### src/rtl/adc_poll_scheduler_pkg.sv
// Shared definitions for the ADC poll scheduler: default bus width and FSM state type.
package adc_poll_scheduler_pkg;

    localparam int unsigned N_SRC_DEFAULT = 25;

    typedef enum logic [2:0] {
        StIdle,
        StWaitQuiet,
        StSendHi,
        StSendLo,
        StNext
    } state_e;

endpackage

### src/rtl/adc_poll_scheduler_if.sv
// Byte/strobe command path between cmd_decoder, the poll scheduler and the slave interfaces.
interface adc_poll_scheduler_if #(
    parameter int unsigned N_SRC = adc_poll_scheduler_pkg::N_SRC_DEFAULT
);

    logic [7:0]       host_data;
    logic [N_SRC-1:0] host_valid;
    logic             host_ready;
    logic [7:0]       out_data;
    logic [N_SRC-1:0] out_valid;

    // master: the decoder side feeding bytes in and watching the merged stream.
    modport master (
        output host_data,
        output host_valid,
        input  host_ready,
        input  out_data,
        input  out_valid
    );

    // slave: the scheduler itself.
    modport slave (
        input  host_data,
        input  host_valid,
        output host_ready,
        output out_data,
        output out_valid
    );

endinterface

### src/rtl/adc_poll_scheduler_poll_timer.sv
// Poll period down-counter: reloads on expiry, held at reload while disabled.
module adc_poll_scheduler_poll_timer #(
    parameter int unsigned PERIOD_CYCLES = 1000000
) (
    input  logic clk,
    input  logic rst,
    input  logic enable,
    output logic expire
);

    localparam int unsigned TimerW = $clog2(PERIOD_CYCLES);
    localparam logic [TimerW-1:0] Reload = TimerW'(PERIOD_CYCLES - 1);

    logic [TimerW-1:0] timer_q;

    assign expire = enable && (timer_q == '0);

    always_ff @(posedge clk) begin
        if (rst || !enable || expire) begin
            timer_q <= Reload;
        end else begin
            timer_q <= timer_q - TimerW'(1);
        end
    end

endmodule

### src/rtl/adc_poll_scheduler.sv
// Merges periodic two-byte ADC poll frames into the host command stream; frames are atomic
// and only start after the host has been idle for GAP_CYCLES.
module adc_poll_scheduler
    import adc_poll_scheduler_pkg::*;
#(
    parameter int unsigned N_SRC         = N_SRC_DEFAULT,
    parameter int unsigned N_CH          = 3,
    parameter int unsigned FIRST_ADDR    = 4,
    parameter int unsigned PERIOD_CYCLES = 1000000,
    parameter int unsigned GAP_CYCLES    = 16
) (
    input  logic                clk,
    input  logic                rst,
    input  logic                enable,
    input  logic [15:0]         poll_word,
    adc_poll_scheduler_if.slave bus,
    output logic                busy,
    output logic [15:0]         poll_count,
    output logic                overrun
);

    localparam int unsigned ChW    = (N_CH > 1) ? $clog2(N_CH) : 1;
    localparam int unsigned QuietW = $clog2(GAP_CYCLES + 1);
    localparam logic [ChW-1:0]    LastCh   = ChW'(N_CH - 1);
    localparam logic [QuietW-1:0] QuietMax = QuietW'(GAP_CYCLES);

    state_e            state_q;
    logic [ChW-1:0]    channel_q;
    logic [QuietW-1:0] quiet_q;
    logic              pending_q;
    logic              overrun_q;
    logic [15:0]       word_q;
    logic [15:0]       poll_count_q;
    logic [7:0]        out_data_q;
    logic [N_SRC-1:0]  out_valid_q;

    logic             expire;
    logic             host_any;
    logic             in_frame;
    logic             pend_clr;
    logic [N_SRC-1:0] poll_mask;

    adc_poll_scheduler_poll_timer #(
        .PERIOD_CYCLES(PERIOD_CYCLES)
    ) u_poll_timer (
        .clk   (clk),
        .rst   (rst),
        .enable(enable),
        .expire(expire)
    );

    always_comb begin
        host_any  = |bus.host_valid;
        in_frame  = (state_q == StSendHi) || (state_q == StSendLo);
        poll_mask = N_SRC'(1) << (FIRST_ADDR + 32'(channel_q));
        // Round ends (abort or final channel) release the pending request.
        pend_clr  = ((state_q == StWaitQuiet) && !enable) ||
                    ((state_q == StNext) && (!enable || (channel_q == LastCh)));
    end

    always_ff @(posedge clk) begin
        if (rst) begin
            state_q      <= StIdle;
            channel_q    <= '0;
            quiet_q      <= '0;
            pending_q    <= 1'b0;
            overrun_q    <= 1'b0;
            word_q       <= '0;
            poll_count_q <= '0;
            out_data_q   <= '0;
            out_valid_q  <= '0;
        end else begin
            if (host_any) begin
                quiet_q <= '0;
            end else if (quiet_q != QuietMax) begin
                quiet_q <= quiet_q + QuietW'(1);
            end

            // A clear and a fresh expiry in the same cycle leave the new request standing.
            pending_q <= (pending_q && !pend_clr) || expire;
            if (expire && pending_q && !pend_clr) begin
                overrun_q <= 1'b1;
            end

            if (in_frame) begin
                out_data_q  <= (state_q == StSendHi) ? word_q[15:8] : word_q[7:0];
                out_valid_q <= poll_mask;
            end else begin
                out_data_q  <= bus.host_data;
                out_valid_q <= bus.host_valid;
            end

            unique case (state_q)
                StIdle: begin
                    if (pending_q && enable) begin
                        state_q   <= StWaitQuiet;
                        channel_q <= '0;
                    end
                end
                StWaitQuiet: begin
                    if (!enable) begin
                        state_q <= StIdle;
                    end else if ((quiet_q == QuietMax) && !host_any) begin
                        state_q <= StSendHi;
                        word_q  <= poll_word;
                    end
                end
                StSendHi: state_q <= StSendLo;
                StSendLo: state_q <= StNext;
                StNext: begin
                    if (!enable) begin
                        state_q <= StIdle;
                    end else if (channel_q != LastCh) begin
                        channel_q <= channel_q + ChW'(1);
                        state_q   <= StWaitQuiet;
                    end else begin
                        state_q      <= StIdle;
                        poll_count_q <= poll_count_q + 16'd1;
                    end
                end
                default: state_q <= StIdle;
            endcase
        end
    end

    assign bus.host_ready = !in_frame;
    assign bus.out_data   = out_data_q;
    assign bus.out_valid  = out_valid_q;
    assign busy           = pending_q || (state_q != StIdle);
    assign poll_count     = poll_count_q;
    assign overrun        = overrun_q;

endmodule
### src/flat_wrapper.sv
// flat-port wrapper written by rule: the top's interface ports become plain ports
module adc_poll_scheduler_flat import adc_poll_scheduler_pkg::*;
#(
    parameter int unsigned N_SRC         = N_SRC_DEFAULT,
    parameter int unsigned N_CH          = 3,
    parameter int unsigned FIRST_ADDR    = 4,
    parameter int unsigned PERIOD_CYCLES = 1000000,
    parameter int unsigned GAP_CYCLES    = 16
)
  (clk, rst, enable, poll_word, busy, poll_count, overrun, bus_host_data, bus_host_valid, bus_host_ready, bus_out_data, bus_out_valid);
  adc_poll_scheduler_if #(.N_SRC(N_SRC)) bus_i ();
  input  logic clk;
  input  logic rst;
  input  logic enable;
  input  logic [15:0] poll_word;
  output logic busy;
  output logic [15:0] poll_count;
  output logic overrun;
  input wire logic [$bits(bus_i.host_data)-1:0] bus_host_data;
  input wire logic [$bits(bus_i.host_valid)-1:0] bus_host_valid;
  output wire logic [$bits(bus_i.host_ready)-1:0] bus_host_ready;
  output wire logic [$bits(bus_i.out_data)-1:0] bus_out_data;
  output wire logic [$bits(bus_i.out_valid)-1:0] bus_out_valid;
  assign bus_i.host_data = bus_host_data;
  assign bus_i.host_valid = bus_host_valid;
  assign bus_host_ready = bus_i.host_ready;
  assign bus_out_data = bus_i.out_data;
  assign bus_out_valid = bus_i.out_valid;
  adc_poll_scheduler #(.N_SRC(N_SRC), .N_CH(N_CH), .FIRST_ADDR(FIRST_ADDR), .PERIOD_CYCLES(PERIOD_CYCLES), .GAP_CYCLES(GAP_CYCLES)) u_core (.clk(clk), .rst(rst), .enable(enable), .poll_word(poll_word), .bus(bus_i), .busy(busy), .poll_count(poll_count), .overrun(overrun));
endmodule
### config.mk
export PLATFORM = sky130hd
export DESIGN_NAME = adc_poll_scheduler_flat
export DESIGN_NICKNAME = d
export VERILOG_FILES = /design/src/rtl/adc_poll_scheduler_pkg.sv /design/src/rtl/adc_poll_scheduler_if.sv /design/src/rtl/adc_poll_scheduler_poll_timer.sv /design/src/rtl/adc_poll_scheduler.sv /design/src/flat_wrapper.sv
export SDC_FILE = /design/constraint.sdc
export NUM_CORES = 1
export LEC_CHECK = 0
export BUFFER_PORTS_ARGS = -buffer_cell sky130_fd_sc_hd__buf_2
export CAP_MARGIN = 20
export CORE_AREA = 8 8 69 131
export DETAILED_ROUTE_END_ITERATION = 8
export DIE_AREA = 0 0 77 139
export HOLD_SLACK_MARGIN = 0.08
export PLACE_DENSITY = 0.83
export SETUP_SLACK_MARGIN = 0.2
export SLEW_MARGIN = 20
export SYNTH_ARGS = -nofsm -noshare
export SYNTH_HDL_FRONTEND = slang
export SYNTH_SLANG_ARGS = --single-unit
### constraint.sdc
create_clock -name clk -period 4 [get_ports clk]
set_input_delay 1 -clock clk [delete_from_list [all_inputs] [get_ports clk]]
set_output_delay 1 -clock clk [all_outputs]
set_load 0.005 [all_outputs]
# ---- Yosys cells after proc, flatten, opt, wreduce, memory -nomap -nowiden
# Cells that the tools add are included.
dict set report word_totals {
  register_bits 97
  input_bits 52
  output_inout_bits 52
  elab_cells 71
}
dict set report op_classes {
  add_sub_neg 5
  n_eq_ne 12
  shifts 1
  muxes 13
  bitwise_logic 1
  n_reduce_logical 29
}
# cell count
set ops {}
lappend ops {{1-bit by 32-bit << shifter with 25-bit output, first input constant} 1}
lappend ops {{26-bit OR reduction} 1}
lappend ops {{25-bit two-way mux} 1}
lappend ops {{25-bit OR reduction} 1}
lappend ops {{20-bit zero test} 1}
lappend ops {{20-bit by 1-bit subtractor with 20-bit output, second input constant} 1}
lappend ops {{16-bit by 1-bit adder with 16-bit output, second input constant} 1}
lappend ops {{8-bit two-way mux} 2}
lappend ops {{3-bit one-hot mux with 5 select lines} 1}
lappend ops {{3-bit two-way mux} 4}
lappend ops {{1-bit logical AND} 8}
lappend ops {{1-bit logical OR} 7}
lappend ops {{3-bit by 2-bit == test with 1-bit output, second input constant} 2}
lappend ops {{2-bit two-way mux} 3}
lappend ops {{2-bit inequality test, second input constant} 3}
lappend ops {{3-bit AND reduction} 2}
lappend ops {{5-bit by 1-bit adder with 5-bit output, second input constant} 1}
lappend ops {{5-bit == test, second input constant} 1}
lappend ops {{5-bit inequality test, second input constant} 1}
lappend ops {{3-bit by 2-bit adder with 4-bit output, first input constant} 1}
lappend ops {{1-bit zero test} 4}
lappend ops {{2-bit one-hot mux with 2 select lines} 1}
lappend ops {{4-bit AND reduction} 1}
lappend ops {{3-bit by 1-bit == test with 1-bit output, second input constant} 1}
lappend ops {{other kinds (11)} 11}

# ---- Longest topological paths before layout
dict set report depth {
  depth_word 7
  ltp_mapped 9
  mapped_depth_nobuf 7
}

# ---- Cells and area by module
# From an unflattened synthesis, not the netlist that was laid out.
dict set report hier_totals {
  hier_cells 447
  area_unflattened_um2 4156.5
}
# module instances cells_per_inst area_per_inst_um2 seq_area_each_um2
set by_module_without_submodules {}
lappend by_module_without_submodules {adc_poll_scheduler 1 344 3223.1 1541.5}
lappend by_module_without_submodules {adc_poll_scheduler_poll_timer 1 103 933.4 400.4}

# ---- Worst setup path after synthesis
# Ideal clock, no wire load.
dict set report synth_path {
  path_type {input-to-reg}
  from {input port bus_host_valid[4]}
  to {register u_core.word_q[10]}
  setup_time_ps 120
  t_arrival_ps 2163
  required_time_ps 3880
  slack_ps 1717
  stages 7
  path_buffers 2
  path_cell_list {nor4_1 -> nand4_1 -> nor3_1 -> nand4b_1 -> buf_4 -> buf_6 -> mux2i_1}
}
dict set report synth_via {
  elab_chain_len 4
}
# element line
set synth_lines {}
lappend synth_lines {{start, declared} flat_wrapper.sv:20} ;# input wire logic [$bits(bus_i.host_valid)-1:0] bus_host_valid;
lappend synth_lines {{25-bit OR reduction} adc_poll_scheduler.sv:53} ;# host_any = |bus.host_valid;
lappend synth_lines {{1-bit zero test} adc_poll_scheduler.sv:103} ;# end else if ((quiet_q == QuietMax) && !host_any) begin
lappend synth_lines {{1-bit logical AND} adc_poll_scheduler.sv:103}
lappend synth_lines {{3-bit AND reduction (no source line)} -}
lappend synth_lines {{end signal, assigned} adc_poll_scheduler.sv:105} ;# word_q <= poll_word;
lappend synth_lines {{end, declared} adc_poll_scheduler.sv:32} ;# logic [15:0] word_q;
# Every way passes these cells.
# A chain may end at the register's enable or synchronous reset.

# ---- Worst setup path after layout
dict set report layout_path {
  from {register u_core.state_q[2]}
  to {output port busy}
}
dict set report layout_via {
  elab_chain_len 2
}
# element line
set layout_lines {}
lappend layout_lines {{start, declared} adc_poll_scheduler.sv:27} ;# state_e state_q;
lappend layout_lines {{start signal, assigned} adc_poll_scheduler.sv:63} ;# state_q <= StIdle;
lappend layout_lines {{start signal, assigned} adc_poll_scheduler.sv:96} ;# state_q <= StWaitQuiet;
lappend layout_lines {{start signal, assigned} adc_poll_scheduler.sv:102} ;# state_q <= StIdle;
lappend layout_lines {{3-bit nonzero test} adc_poll_scheduler.sv:129} ;# assign busy = pending_q || (state_q != StIdle);
lappend layout_lines {{1-bit logical OR} adc_poll_scheduler.sv:129}
lappend layout_lines {{end, declared} flat_wrapper.sv:16} ;# output logic busy;
# Every way passes these cells.

==> out/qor.csv <==
metric;value;unit
Power Total;1.91;mW
leak pwr;2.12;nW
Crit Path Max Fanout;15;
predominant post-synthesis flop cell;dfxtp_1;
Clock H-tree levels;3;
starting DRC count in detailed routing;155;
WP buf/inv;1;
vias per inst;5.18;
switching share of power;0.225;
CP required;3.00;ns
worst-path cell chain;or4_1 -> buf_2;
Critical R2R Launch;u_core.channel_q[0];
MaxCap Viol Count;0;
max_slew headroom;0.323;
P_int;1.48;mW
RSZ-0062 raised after global routing;no;
setup TNS;0;ns
Sink Count;97;
GRT Total Usage;0.166;
syn nets;486;
share of cells above drive strength 1;0.244;
Net Sw Power;0.429;mW
post-route ant nets;0;
synth-to-layout area growth;20.6;%
CTS-repair resized insts;0;
global-route wire length before repair;14700;um
Clock Tree Buf Depth;2;
hold_buf cts;0;
Final Cycle Share;0.627;
final count of hold timing violations;0;
status;completed;
Slew Viols, Final;0;
cells after synthesis;425;
antenna diode count;0;
Yosys reg bits;97;
Synth area leaders;dfxtp_1 48%, mux2i_1 6.6%, nand2b_1 5.4%;
clk slew on worst S/H paths;0.07;ns
Synth top area share;0.477;
Yosys top cell by area;dfxtp_1;
Power Density;388;nW/um^2
Num CTS Buffers;9;
final-stage net count;584;
vias in the first global route;3273;
critical path launch point;u_core.state_q[2];
worst min path class;flip-flop to flip-flop;
Pre-antenna DRT Iters;6;
Post-synth ARST share;0;
combinational power share;0.050;
Slew @ Worst Pin;1.02;ns
most frequent cell after synthesis;dfxtp_1;
synthesized area;4070;um^2
Startpoint Class;flip-flop;
VDD IR max;0.305;mV
Core Area;7430;um^2
Initial Utilization;0.548;
final setup fails;0;
Synth warnings;0;
fin cells;622;
critical path endpoint category;output pin;
CTS tree;yes;
Clock power frac;0.431;
dpl cells;606;
Commonest cells post-synth;97 x dfxtp_1, 48 x nor2_1, 35 x nand2b_1;
DP Wirelength;6370;um
post-CTS setup repair buffer count;0;
largest net degree at the start of global routing;72;
Final Critical Period;2.51;ns
Routed WL per cell;14.0;um
final weighted congestion in routability-driven placement;0.781;
die width;77;um
hold path start;u_core.u_poll_timer.timer_q[0];
Fin Clk Skew;0.00821;ns
Worst Path Arrival;1.51;ns
post-synthesis cell type count;45;
DR vias;3221;
Root Driver;clkbuf_16;
fmax;399;MHz
CP top delay family;simple AND/OR/NAND/NOR gates;
I/O Pins;104;
Post-synth EDFFs;0;
Die Area;10700;um^2
Cell Rows;45;
clk_lat worst skew;0.35;ns
Seq/Total Area, Yosys;0.477;
slowest stage delay, CP;0.58;ns
GR Overflow Total;0;
syn avg cell area;9.59;um^2
kind of critical path;flip-flop to output pin;
initial antenna violation count;0;
port buffer count;103;
final wirelength;8710;um
Die Y;139;um
DRC Markers;0;
part of the power in registers;0.519;
CP max stage cell;or4_1;
[layout by cell type (no fill, tap or decap), types with 3 or more instances in the layout]
cell type  count
xor2_1        15
and2_1        22
nand2_1       31
mux2i_1       27
nand3_1       10
o31ai_1        3
inv_1          9
nor2_1        48
nand4_1       10
dfxtp_1       97
a21oi_1       11
and3_1         4
nor3_1         7
nand2b_1      35
ha_1           9
nor4_1        10
xnor2_1       18
nor3b_1        5
buf_2        103
clkbuf_16      9
a211oi_1       8
[final timing paths]
kind	slack, ns	cells after the start	to
setup reg to reg	1.96	7	u_core.poll_count[14]
setup / recovery	1.49	2	busy
hold / removal	0.42	1	u_core.u_poll_timer.timer_q[0]
hold reg to reg	0.42	1	u_core.u_poll_timer.timer_q[0]
[metrics by stage]
stage                      util  hold slack (ns)  worst slack [ns]  cell area (um^2)
final                     0.661            0.420              1.49              4910
after global routing      0.661            0.444              1.43              4910
after CTS                 0.661            0.423              1.48              4910
after detailed placement  0.622            0.408              1.29              4620
after global placement    0.622            0.396              1.33              4620
after floorplan               -            0.384              1.72              4070
[power by group through the flow]
stage	Clock [mW]	Combinational, mW	Sequential [mW]
3_3_place_gp	0	0.0945	1.01
4_1_cts	0.834	0.0970	0.989
5_1_grt	0.869	0.107	0.990
6_report	0.821	0.0957	0.989
2_1_floorplan	0	0.0404	1.01
3_5_place_dp	0	0.0963	1.01
[metal layers]
metal / part of all wire / GRT usage
met1: 0.43 / 0.183
met2: 0.47 / 0.268
met3: 0.073 / 0.0630
met4: 0.024 / 0.0832
met5: 0 / 0
[layout make-up]
class                      instances  area [um^2]
fill                             612         2520
multi-input combinational        301         2000
sequential                        97         1940
timing repair buffer             105          531
clock buffer                      10          239
tap                               94          118
clock inverter                     6         50.0
inverter                           9         33.8
[cells by family (layout without fill, tap and decap cells)]
| group | Yosys count | in the layout | share of synthesized area |
|---|---|---|---|
| multiplexers | 28 | 28 | 0.0691 |
| AO/OA/AOI/OAI | 31 | 31 | 0.0510 |
| XOR/XNOR | 33 | 33 | 0.0709 |
| AND/OR/NAND/NOR | 200 | 200 | 0.271 |
| adder cells (fa/ha/maj) | 9 | 9 | 0.0276 |
| flip-flops | 97 | 97 | 0.477 |
| buffers and inverters | 27 | 130 | 0.0335 |
[sequential cells by signal (all words and copies together) (netlist names)]
signal	flops
u_core.bus.out_valid	25
u_core.u_poll_timer.timer_q	20
u_core.poll_count	16
u_core.word_q	16
u_core.bus.out_data	8
u_core.quiet_q	5
u_core.state_q	3
u_core.channel_q	2
u_core.overrun	1
u_core.pending_q	1
(Power assumes the default switching activity.)
